===== config.mk =====
export PLATFORM = sky130hd
export DESIGN_NAME = warmboot_req_flat
export DESIGN_NICKNAME = d
export VERILOG_FILES = /design/src/rtl/warmboot_req_if.sv /design/src/rtl/warmboot_req.sv /design/src/flat_wrapper.sv
export SDC_FILE = /design/constraint.sdc
export NUM_CORES = 1
export LEC_CHECK = 0
export ABC_AREA = 1
export CAP_MARGIN = 20
export CORE_ASPECT_RATIO = 1.2
export CORE_MARGIN = 2
export CORE_UTILIZATION = 48
export DETAILED_ROUTE_END_ITERATION = 16
export PLACE_DENSITY = 0.66
export SLEW_MARGIN = 40
export SYNTH_ARGS = -nofsm -noshare
export SYNTH_HDL_FRONTEND = slang
export SYNTH_SLANG_ARGS = --single-unit
export TNS_END_PERCENT = 1

===== constraint.sdc =====
create_clock -name clk -period 3 [get_ports clk]
set_input_delay 0.45 -clock clk [delete_from_list [all_inputs] [get_ports clk]]
set_output_delay 0.45 -clock clk [all_outputs]
set_load 0.005 [all_outputs]

===== src/rtl/warmboot_req_if.sv =====
// Reboot request handshake between a bus agent and warmboot_req.
// The agent is the master (valid/sel) and warmboot_req is the slave (ready).
interface warmboot_req_if;
    logic       req_valid;
    logic [1:0] req_sel;
    logic       req_ready;

    modport master (output req_valid, output req_sel, input req_ready);
    modport slave  (input req_valid, input req_sel, output req_ready);
endinterface


===== src/rtl/warmboot_req.sv =====
// Application-side warm-boot requester: detaches USB, waits, then drives and holds
// the SB_WARMBOOT pins. A bus request or a long button press can trigger it.
module warmboot_req #(
    parameter int unsigned DELAY_W = 16,
    parameter int unsigned LP_W    = 24,
    parameter bit          LP_EN   = 1'b1,
    parameter logic [1:0]  DFU_SEL = 2'b01
) (
    input  logic           clk,
    input  logic           rst,
    warmboot_req_if.slave  req,
    input  logic           btn_v,
    output logic           usb_detach,
    output logic           busy,
    output logic           wb_boot,
    output logic [1:0]     wb_sel
);

    typedef enum logic [1:0] {
        ST_IDLE   = 2'b00,
        ST_DETACH = 2'b01,
        ST_BOOT   = 2'b10
    } state_t;

    state_t              state_q;
    logic [DELAY_W-1:0]  delay_q;
    logic [LP_W-1:0]     press_q;
    logic                btn_armed_q;
    logic                usb_detach_q;
    logic                busy_q;
    logic                wb_boot_q;
    logic [1:0]          wb_sel_q;
    logic                lp_hit;

    // The press counter only runs in IDLE, so a hit can only occur there.
    assign lp_hit = LP_EN && btn_armed_q && !btn_v && (press_q == '1) &&
                    (state_q == ST_IDLE);

    assign req.req_ready = (state_q == ST_IDLE);
    assign usb_detach    = usb_detach_q;
    assign busy          = busy_q;
    assign wb_boot       = wb_boot_q;
    assign wb_sel        = wb_sel_q;

    always_ff @(posedge clk or posedge rst) begin
        if (rst) begin
            state_q      <= ST_IDLE;
            delay_q      <= '0;
            press_q      <= '0;
            btn_armed_q  <= 1'b0;
            usb_detach_q <= 1'b0;
            busy_q       <= 1'b0;
            wb_boot_q    <= 1'b0;
            wb_sel_q     <= 2'b00;
        end else begin
            // Arm only after a release, so a button held through power-up never fires.
            if (btn_v) begin
                btn_armed_q <= 1'b1;
            end

            if (btn_v || (state_q != ST_IDLE)) begin
                press_q <= '0;
            end else if (btn_armed_q) begin
                press_q <= press_q + 1'b1;
            end

            case (state_q)
                ST_IDLE: begin
                    // Bus request takes priority over a coincident long press.
                    if (req.req_valid) begin
                        wb_sel_q     <= req.req_sel;
                        delay_q      <= '0;
                        usb_detach_q <= 1'b1;
                        busy_q       <= 1'b1;
                        state_q      <= ST_DETACH;
                    end else if (lp_hit) begin
                        wb_sel_q     <= DFU_SEL;
                        delay_q      <= '0;
                        usb_detach_q <= 1'b1;
                        busy_q       <= 1'b1;
                        state_q      <= ST_DETACH;
                    end
                end
                ST_DETACH: begin
                    delay_q <= delay_q + 1'b1;
                    if (delay_q == '1) begin
                        wb_boot_q <= 1'b1;
                        state_q   <= ST_BOOT;
                    end
                end
                ST_BOOT: begin
                    // Terminal: pins held until reset.
                end
                default: begin
                    state_q <= ST_IDLE;
                end
            endcase
        end
    end

endmodule


===== src/flat_wrapper.sv =====
// flat-port wrapper written by rule: the top's interface ports become plain ports
module warmboot_req_flat 
#(
    parameter int unsigned DELAY_W = 16,
    parameter int unsigned LP_W    = 24,
    parameter bit          LP_EN   = 1'b1,
    parameter logic [1:0]  DFU_SEL = 2'b01
)
  (clk, rst, btn_v, usb_detach, busy, wb_boot, wb_sel, req_req_valid, req_req_sel, req_req_ready);
  warmboot_req_if req_i ();
  input  logic clk;
  input  logic rst;
  input  logic btn_v;
  output logic usb_detach;
  output logic busy;
  output logic wb_boot;
  output logic [1:0] wb_sel;
  input wire logic [$bits(req_i.req_valid)-1:0] req_req_valid;
  input wire logic [$bits(req_i.req_sel)-1:0] req_req_sel;
  output wire logic [$bits(req_i.req_ready)-1:0] req_req_ready;
  assign req_i.req_valid = req_req_valid;
  assign req_i.req_sel = req_req_sel;
  assign req_req_ready = req_i.req_ready;
  warmboot_req #(.DELAY_W(DELAY_W), .LP_W(LP_W), .LP_EN(LP_EN), .DFU_SEL(DFU_SEL)) u_core (.clk(clk), .rst(rst), .req(req_i), .btn_v(btn_v), .usb_detach(usb_detach), .busy(busy), .wb_boot(wb_boot), .wb_sel(wb_sel));
endmodule

After elaboration in Yosys (flattened, before gate mapping). Index checks and enable logic that the tools add are counted. W data, S select, Z words.

Flip-flop bits (word level): 47. Bits in latches: 0. Memory bits (writable): 0. Memory bits (read-only): 0. Bits of input ports: 6. Output and inout port bits: 6. Word-level logic and storage cells: 42. Memories kept: 0.

Add/sub/neg operators: 2. $mul: 0. Divide/modulo/power cells: 0. $lt $le $gt $ge: 0. Eq/ne operators: 6. Shift operators: 0. Muxes and demuxes: 12. Bitwise gates (word level): 1. Reduce and logical (&&, ||, !) cells: 14.

Operators by type and width (count): $mux W24 (2); $mux W16 (2); $pmux W16 S2 (1); $add A24 B1 Y24 const B (1); $eq A24 B24 Y1 const B (1); $add A16 B1 Y16 const B (1); $eq A16 B16 Y1 const B (1); $mux W2 (4); $reduce_bool A2 Y1 (4); $pmux W2 S3 (1); $reduce_and A2 Y1 (3); $logic_and A1 B1 Y1 (3); $ne A3 B2 Y1 const B (1); $reduce_and A3 Y1 (1); $eq A2 B1 Y1 const B (1); $eq A2 B2 Y1 const B (1); $logic_not A2 Y1 (1); $mux W1 (2); $ne A2 B1 Y1 const B (1); $logic_not A1 Y1 (1); $logic_or A1 B1 Y1 (1); $not A1 Y1 (1).

Logic depth before layout (Yosys ltp). Gate-level depths: netlist of the first run.

Depth after elaboration: 7. Mapped depth: 11. Depth with buffers taken out: 10.

Least setup slack after synthesis of the first run. OpenSTA, ideal clock, no wires.

Kind: reg2reg. Start: reg u_core.press_q[1]. End: reg u_core.delay_q[12]. Setup time: 0.117 ns. Arrival: 1.352 ns. Required time: 2.883 ns. Path slack: 1.532 ns. Cell stages (with the launch flop): 12. Buffers on the path: 1. Period minus slack after synthesis: 1.468 ns. Cell sequence: dfrtp_1 > ha_1 > inv_1 > nor2_2 > nand2_2 > nor2_4 > nand2_2 > nand2_2 > nand2_4 > buf_6 > nand2_1 > nand2_1.

Cells in the longest elaborated chain, start to end: 5.

RTL lines: start, declared (RTL line warmboot_req.sv:27) `logic [LP_W-1:0] press_q;`; start signal, assigned (RTL line warmboot_req.sv:64) `press_q <= press_q + 1'b1;`; $eq A24 B24 Y1 (RTL line warmboot_req.sv:36) `assign lp_hit = LP_EN && btn_armed_q && !btn_v && (press_q == '1) &&`; $logic_and A1 B1 Y1 (2 in series) (RTL line warmboot_req.sv:36); $ne A3 B2 Y1 (no source line); $reduce_and A2 Y1 (no source line); end signal, assigned (RTL line warmboot_req.sv:85) `delay_q <= delay_q + 1'b1;`; end, declared (RTL line warmboot_req.sv:26) `logic [DELAY_W-1:0] delay_q;`.

Every way passes these cells. A chain may end at the register's enable or synchronous reset.

Worst setup path after layout of the first run.
Start: reg u_core.state_q[1]. End: out req_req_ready.

Cells in the longest elaborated chain, start to end: 1.

RTL lines: start, declared (RTL line warmboot_req.sv:25) `state_t state_q;`; start signal, assigned (RTL line warmboot_req.sv:47) `state_q <= ST_IDLE;`; start signal, assigned (RTL line warmboot_req.sv:75) `state_q <= ST_DETACH;`; start signal, assigned (RTL line warmboot_req.sv:81) `state_q <= ST_DETACH;`; $logic_not A2 Y1 (RTL line warmboot_req.sv:39) `assign req.req_ready = (state_q == ST_IDLE);`; end, declared (RTL line flat_wrapper.sv:20) `output wire logic [$bits(req_i.req_ready)-1:0] req_req_ready;`.

Every way passes these cells.

==> results of run 1 <==
==> through the flow <==
stage	cell area (µm²)	std cells	hold slack, ns	utilization (%)	setup WS [ns]
finish	2890	450	0.4078	54.56	1.037
global route	2890	450	0.4299	54.56	0.9292
CTS	2890	450	0.4239	54.56	0.9957
detailed placement	2803	443	0.4673	52.91	0.9895
global placement	2803	443	0.4463	52.91	1.053
floorplan	2636	374	0.4547	-	1.434
==> synth_stat cells <==
library cell / instances / area, µm²
sky130_fd_sc_hd__nor2_1: 55 / 206.5
sky130_fd_sc_hd__a21oi_1: 15 / 75.07
sky130_fd_sc_hd__buf_2: 2 / 10.01
sky130_fd_sc_hd__inv_1: 42 / 157.7
sky130_fd_sc_hd__clkbuf_1: 2 / 7.510
sky130_fd_sc_hd__nor2_2: 4 / 25.02
sky130_fd_sc_hd__nand2_4: 1 / 11.26
sky130_fd_sc_hd__buf_6: 1 / 11.26
sky130_fd_sc_hd__xnor2_1: 1 / 8.760
sky130_fd_sc_hd__o21bai_1: 1 / 7.510
sky130_fd_sc_hd__o21ai_0: 18 / 90.09
sky130_fd_sc_hd__nor2_4: 1 / 11.26
sky130_fd_sc_hd__nor3_1: 9 / 45.04
sky130_fd_sc_hd__nand4_1: 8 / 50.05
sky130_fd_sc_hd__nand3_1: 33 / 165.2
sky130_fd_sc_hd__dfrtp_1: 47 / 1176
sky130_fd_sc_hd__nand2_1: 112 / 420.4
sky130_fd_sc_hd__nand2_2: 11 / 68.82
sky130_fd_sc_hd__or2_2: 4 / 25.02
sky130_fd_sc_hd__buf_4: 1 / 7.510
sky130_fd_sc_hd__ha_1: 2 / 25.02
sky130_fd_sc_hd__and2_1: 1 / 6.260
sky130_fd_sc_hd__xor2_1: 2 / 17.52
sky130_fd_sc_hd__o21a_1: 1 / 7.510
==> worst paths after layout <==
path | to | slack, ns | from | cells after the start
worst min register to register | u_core.wb_boot | 0.48 | u_core.wb_boot | 2
worst min-delay path | u_core.press_q[23] | 0.41 | rst | 2
min in group clk | u_core.wb_boot | 0.48 | u_core.wb_boot | 2
worst max-delay path | req_req_ready | 1.04 | u_core.state_q[1] | 2
worst max register to register | u_core.press_q[20] | 1.23 | u_core.press_q[1] | 9
max in group asynchronous | u_core.delay_q[14] | 2.00 | rst | 3
==> sequential cells by signal, summed over array words and instances, names as in the netlist <==
signal / cells
u_core.press_q: 24
u_core.wb_sel: 2
u_core.btn_armed_q: 1
u_core.delay_q: 16
u_core.wb_boot: 1
u_core.state_q: 2
u_core.usb_detach: 1
==> cells by family (layout without fill, tap and decap cells) <==
kind of cell	Yosys count	count (layout)	share of synthesized area, %
buf+inv	48	62	7.357
compound gates	35	35	6.835
flops	47	47	44.61
simple gates	239	239	39.25
xor+xnor	3	3	0.9969
fa+ha+maj	2	2	0.9491
==> power by group <==
group          switching [mW]  internal, mW
sequential                  0         0.633
combinational          0.0153       0.00854
clock                   0.204         0.181
==> critical path, stage by stage (launching register included) <==
cell and delay [ns]:
sky130_fd_sc_hd__dfrtp_1 0.43, sky130_fd_sc_hd__nor2_2 0.25, sky130_fd_sc_hd__clkdlybuf4s50_1 0.55
==> final cells by class <==
cell class / count / area [µm²] / share of cell area (%)
inverter: 42 / 157.7 / 5.455
sequential: 47 / 1176 / 40.69
tap: 62 / 77.57 / 2.684
multi-input combinational: 279 / 1266 / 43.81
clock buffer: 6 / 82.58 / 2.857
clock inverter: 1 / 5.005 / 0.1732
timing repair buffer: 13 / 125.1 / 4.329
==> cell usage in the layout (no fill, tap or decap), drive strengths merged <==
| cell type | instances |
|---|---|
| nand4 | 8 |
| clkbuf | 6 |
| clkdlybuf4s50 | 11 |
| and2 | 1 |
| buf | 2 |
| nor2 | 60 |
| ha | 2 |
| dfrtp | 47 |
| a21oi | 15 |
| nand3 | 33 |
| o21a | 1 |
| nand2 | 124 |
| xnor2 | 1 |
| o21ai | 18 |
| o21bai | 1 |
| clkinv | 1 |
| or2 | 4 |
| xor2 | 2 |
| inv | 42 |
| nor3 | 9 |
==> per-layer routing <==
metal / part of all wire (%) / wire length [µm]
met1: 44 / 2361
met2: 50 / 2699
met3: 2.6 / 139
met4: 2.8 / 151
met5: 0 / 0
==> results.txt, run 1 <==
Residual DRC: 0
Clock net sink count: 47
Number of distinct library cells after synthesis: 24
Chip Width: 71.65 µm
Cell at the root of the clock tree: sky130_fd_sc_hd__clkbuf_8
Setup_tns: 0 ns
Share of final-layout standard cells stronger than drive strength 1: 7.990%
Total half-perimeter wirelength after legalization and detailed placement: 3979 µm
Total length of routed wires: 5351 µm
Die area: 0.006103 mm²
Type of the worst setup path: reg -> out
TritonCTS clock tree: done
# Max-Cap Violations: 0
Post-DR vias/cell: 5.082
Number of port buffers: 11
Max rail drop VDD: 214.8 µV
Number of inserted filler cells in the final layout: 513
Maximum fanout encountered on the critical timing path: 6
RePlAce Congestion: 0.8670
Static Leak: 1.299 nW
Die Y: 85.18 µm
Total power draw: 1.042 mW
Mapped Area: 0.002636 mm²
Final #Nets: 396
Core Box Area: 0.005298 mm²
Arrival time at the worst endpoint: 1.51 ns
Antenna violations before repair: 0
Reg clk slew, reported paths: 0.09 ns
Gr busiest metal: met2
RSZ-0062 raised after global routing: no
Worst Tran Pin Value: 0.6948 ns
Combined global-route utilization of all metal layers: 19.34%
Global-route wire length before repair: 9508 µm
Highest clock frequency the design can meet: 509.4 MHz
Post CTS Setup Buffer Count: 0
Final hold vios: 0
GRT overflow: 0
Sort of element at the end of the critical path: output pin
Insertion delay to the later sink of the worst-skew pair: 0.29 ns
Post-route fraction of the period consumed by the critical path: 65.43%
Number of register bits inferred by synthesis: 47
Antenna-violating nets left: 0
Met3 GRT Util: 2.850%
Power density over the cells: 360.6 mW/mm²
Maximum level of the CTS H-tree: 2
Starting DRC count in detailed routing: 90
Yosys Warn Count: 0
Post-cts gate resize count: 0
Kind of start point of the critical path: flop
Number of iterations in the first detailed-routing pass: 4
Maximum number of pins on one net before global-route repair: 24
Starting utilization of the core area: 49.76%
CTS Buf Count: 5
Final min period: 1.963 ns
CP Data Required Time: 2.55 ns
Sequential share of the synthesized area: 44.61%
Number of placement rows: 29
Synth Area per Inst: 7.049 µm²
Met1 capacity usage during global routing: 23.15%
Pins over their slew limit: 0
Total number of vias: 2287
Result of the run: finished clean
Global routing usage on met2: 33.84%
Inserted Diodes: 0
Gate count after technology mapping: 374
Avg WL per Cell: 11.89 µm
Clock Path Buffers: 2
Class of the tightest hold or removal check: in -> async
Layout Skew: 0.007449 ns
Number of global-route vias before repair: 2258
Synthesized Nets: 382
Worst relative slew slack: 53.63%
Final setup violating endpoints: 0
Cts hold-fix bufs: 0
I/O pin cnt: 12
Area growth syn-to-layout: 9.634%
(Power assumes the default switching activity.)
==> inputs of run 2 (changes only) <==
--- a/config.mk
+++ b/config.mk
@@ -11,7 +11,7 @@
 export CORE_MARGIN = 2
 export CORE_UTILIZATION = 48
 export DETAILED_ROUTE_END_ITERATION = 16
-export PLACE_DENSITY = 0.66
+export PLACE_DENSITY = 0.68
 export SLEW_MARGIN = 40
 export SYNTH_ARGS = -nofsm -noshare
 export SYNTH_HDL_FRONTEND = slang
==> constraint.sdc (replaced) <==
create_clock -name clk -period 1.73 [get_ports clk]
set_input_delay 0.2595 -clock clk [delete_from_list [all_inputs] [get_ports clk]]
set_output_delay 0.2595 -clock clk [all_outputs]
set_load 0.005 [all_outputs]
==> run 2 against run 1 <==
Net effect: sequential share of layout area is 1.9 points lower; first-iteration DRC count up 51%; clock skew grew 0.0017 ns; register-to-register slack worse by 1.1 ns; critical endpoint unchanged.
==> results.txt, run 2 (synthesis results as in run 1) <==
I/O pin cnt: 12
Clock net sink count: 47
Final min period: 1.658 ns
Total number of vias: 2334
RePlAce Congestion: 0.8636
Starting DRC count in detailed routing: 136
Total half-perimeter wirelength after legalization and detailed placement: 3925 µm
Start point of the critical path: u_core.state_q[1]
Combined global-route utilization of all metal layers: 19.63%
GRT overflow: 0
Maximum fanout encountered on the critical timing path: 4
Maximum level of the CTS H-tree: 2
Library cell contributing the largest single delay on the critical path: sky130_fd_sc_hd__clkdlybuf4s50_1
Antenna violations before repair: 0
Number of port buffers: 11
Arrival time at the worst endpoint: 1.40 ns
Biggest register: u_core.press_q
Hold Worst Slack: 0.3086 ns
Cell at the root of the clock tree: sky130_fd_sc_hd__clkbuf_8
Reg2reg path depth: 10
CTS Buf Count: 5
Final #Nets: 403
Setup_tns: 0 ns
Worst relative slew slack: 72.30%
Core Box Area: 0.005298 mm²
Result of the run: finished clean
Residual DRC: 0
Number of iterations in the first detailed-routing pass: 4
Number of global-route vias before repair: 2261
Cells along the critical path: nor2_4, clkdlybuf4s50_1
Max rail drop VDD: 386.7 µV
Inserted Diodes: 0
Sort of element at the end of the critical path: output pin
Worst Setup Slack, final: 0.07196 ns
Number of inserted filler cells in the final layout: 508
Area growth syn-to-layout: 15.09%
Cts hold-fix bufs: 0
Final hold vios: 0
Reg clk slew, reported paths: 0.08 ns
Highest cell delay on the worst timing path: 0.51 ns
Post-DR vias/cell: 5.096
Starting utilization of the core area: 49.76%
Number of placement rows: 29
Pins over their slew limit: 0
FF-to-FF Start: u_core.press_q[0]
TritonCTS clock tree: done
Avg WL per Cell: 11.70 µm
Clock Path Buffers: 2
Post-route fraction of the period consumed by the critical path: 95.84%
Insertion delay to the later sink of the worst-skew pair: 0.30 ns
Antenna-violating nets left: 0
Share of final-layout standard cells stronger than drive strength 1: 10.35%
Power density over the cells: 685.8 mW/mm²
Max reg flops: 24
Die area: 0.006103 mm²
Maximum number of pins on one net before global-route repair: 48
Worst Tran Pin Value: 0.4124 ns
Worst setup timing slack at the placement stage: 0.1379 ns
Chip Width: 71.65 µm
Global-route wire length before repair: 9708 µm
# Max-Cap Violations: 0
CP Data Required Time: 1.47 ns
Most frequent cells in the layout: 112 x sky130_fd_sc_hd__nand2_1, 53 x sky130_fd_sc_hd__nor2_1, 47 x sky130_fd_sc_hd__dfrtp_1
Layout Skew: 0.009143 ns
Highest clock frequency the design can meet: 603.1 MHz
Type of the worst setup path: reg -> out
Final setup violating endpoints: 0
Biggest regs: u_core.press_q (24), u_core.delay_q (16)
Kind of start point of the critical path: flop
Die Y: 85.18 µm
Total length of routed wires: 5359 µm
Static Leak: 1.361 nW
RSZ-0062 raised after global routing: no
Most common cell after layout, fill and taps aside: sky130_fd_sc_hd__nand2_1
Class of the tightest hold or removal check: in -> async
==> run 2: cell count changes in the layout (fill, tap and decap cells not counted), moves of 2 or more <==
| cell | previous run | this run |
|---|---|---|
| sky130_fd_sc_hd__bufinv_16 | 0 | 2 |
| sky130_fd_sc_hd__buf_4 | 2 | 7 |
| sky130_fd_sc_hd__buf_12 | 0 | 2 |
| sky130_fd_sc_hd__nor2_1 | 55 | 53 |
==> run 2: stage by stage <==
| step | util [%] | cells | instance area (µm²) | total power [mW] |
|---|---|---|---|---|
| after floorplan | - | 374 | 2636 | 1.139 |
| after global placement | 53.94 | 447 | 2858 | 1.165 |
| after detailed placement | 53.94 | 447 | 2858 | 1.165 |
| after CTS | 56.54 | 455 | 2995 | 2.117 |
| after global routing | 57.27 | 458 | 3034 | 2.155 |
| final | 57.27 | 458 | 3034 | 2.081 |
==> run 2: worst max-delay path, delay by kind of cell, from the launching register on <==
| family | cells | cell delay (ns) |
|---|---|---|
| buf+inv | 1 | 0.51 |
| simple gates | 1 | 0.16 |
| flops | 1 | 0.44 |
==> run 2: per-layer routing <==
layer	vias up	share of wire, %	wire length [µm]	global-route usage (%)
li1	1228	-	-	-
met1	1068	43	2317	24.27
met2	24	52	2801	34.18
met3	14	1.9	102	2.969
met4	0	2.6	138	7.547
met5	-	0	0	0
==> run 2: final cells by class <==
class	count	area (µm²)	share of cell area, %
inverter	42	157.7	5.196
clock inverter	2	60.06	1.979
clock buffer	6	72.57	2.392
multi-input combinational	279	1287	42.43
sequential	47	1176	38.76
timing repair buffer	20	202.7	6.680
tap	62	77.57	2.557
==> run 2: path summary, 6_finish.rpt <==
| kind | endpoint | slack, ns |
|---|---|---|
| worst max-delay path | req_req_ready | 0.07 |
| worst min register to register | u_core.wb_boot | 0.47 |
| min in group clk | u_core.wb_boot | 0.47 |
| worst min-delay path | u_core.delay_q[2] | 0.31 |
| max in group asynchronous | u_core.press_q[8] | 1.19 |
| worst max register to register | u_core.delay_q[10] | 0.17 |
==> run 2: repair_timing <==
| item | CTS | global route |
|---|---|---|
| resized for setup | 1 | 4 |
| setup buffers | 0 | 3 |
| pin swaps | 1 | 1 |
| endpoints found under the setup margin | 1 | 21 |
==> run 2: where the power goes <==
part / internal, mW / switching [mW]
Combinational: 0.0166 / 0.0268
Clock: 0.578 / 0.362
Sequential: 1.10 / 0
Total: 1.69 / 0.389
==> inputs of run 3 (changes only) <==
--- a/config.mk
+++ b/config.mk
@@ -6,7 +6,7 @@
 export NUM_CORES = 1
 export LEC_CHECK = 0
 export ABC_AREA = 1
-export CAP_MARGIN = 20
+export CAP_MARGIN = 10
 export CORE_ASPECT_RATIO = 1.2
 export CORE_MARGIN = 2
 export CORE_UTILIZATION = 48
==> results of run 3 <==
No change in the layout: final DEF, timing and power equal those of run 2.
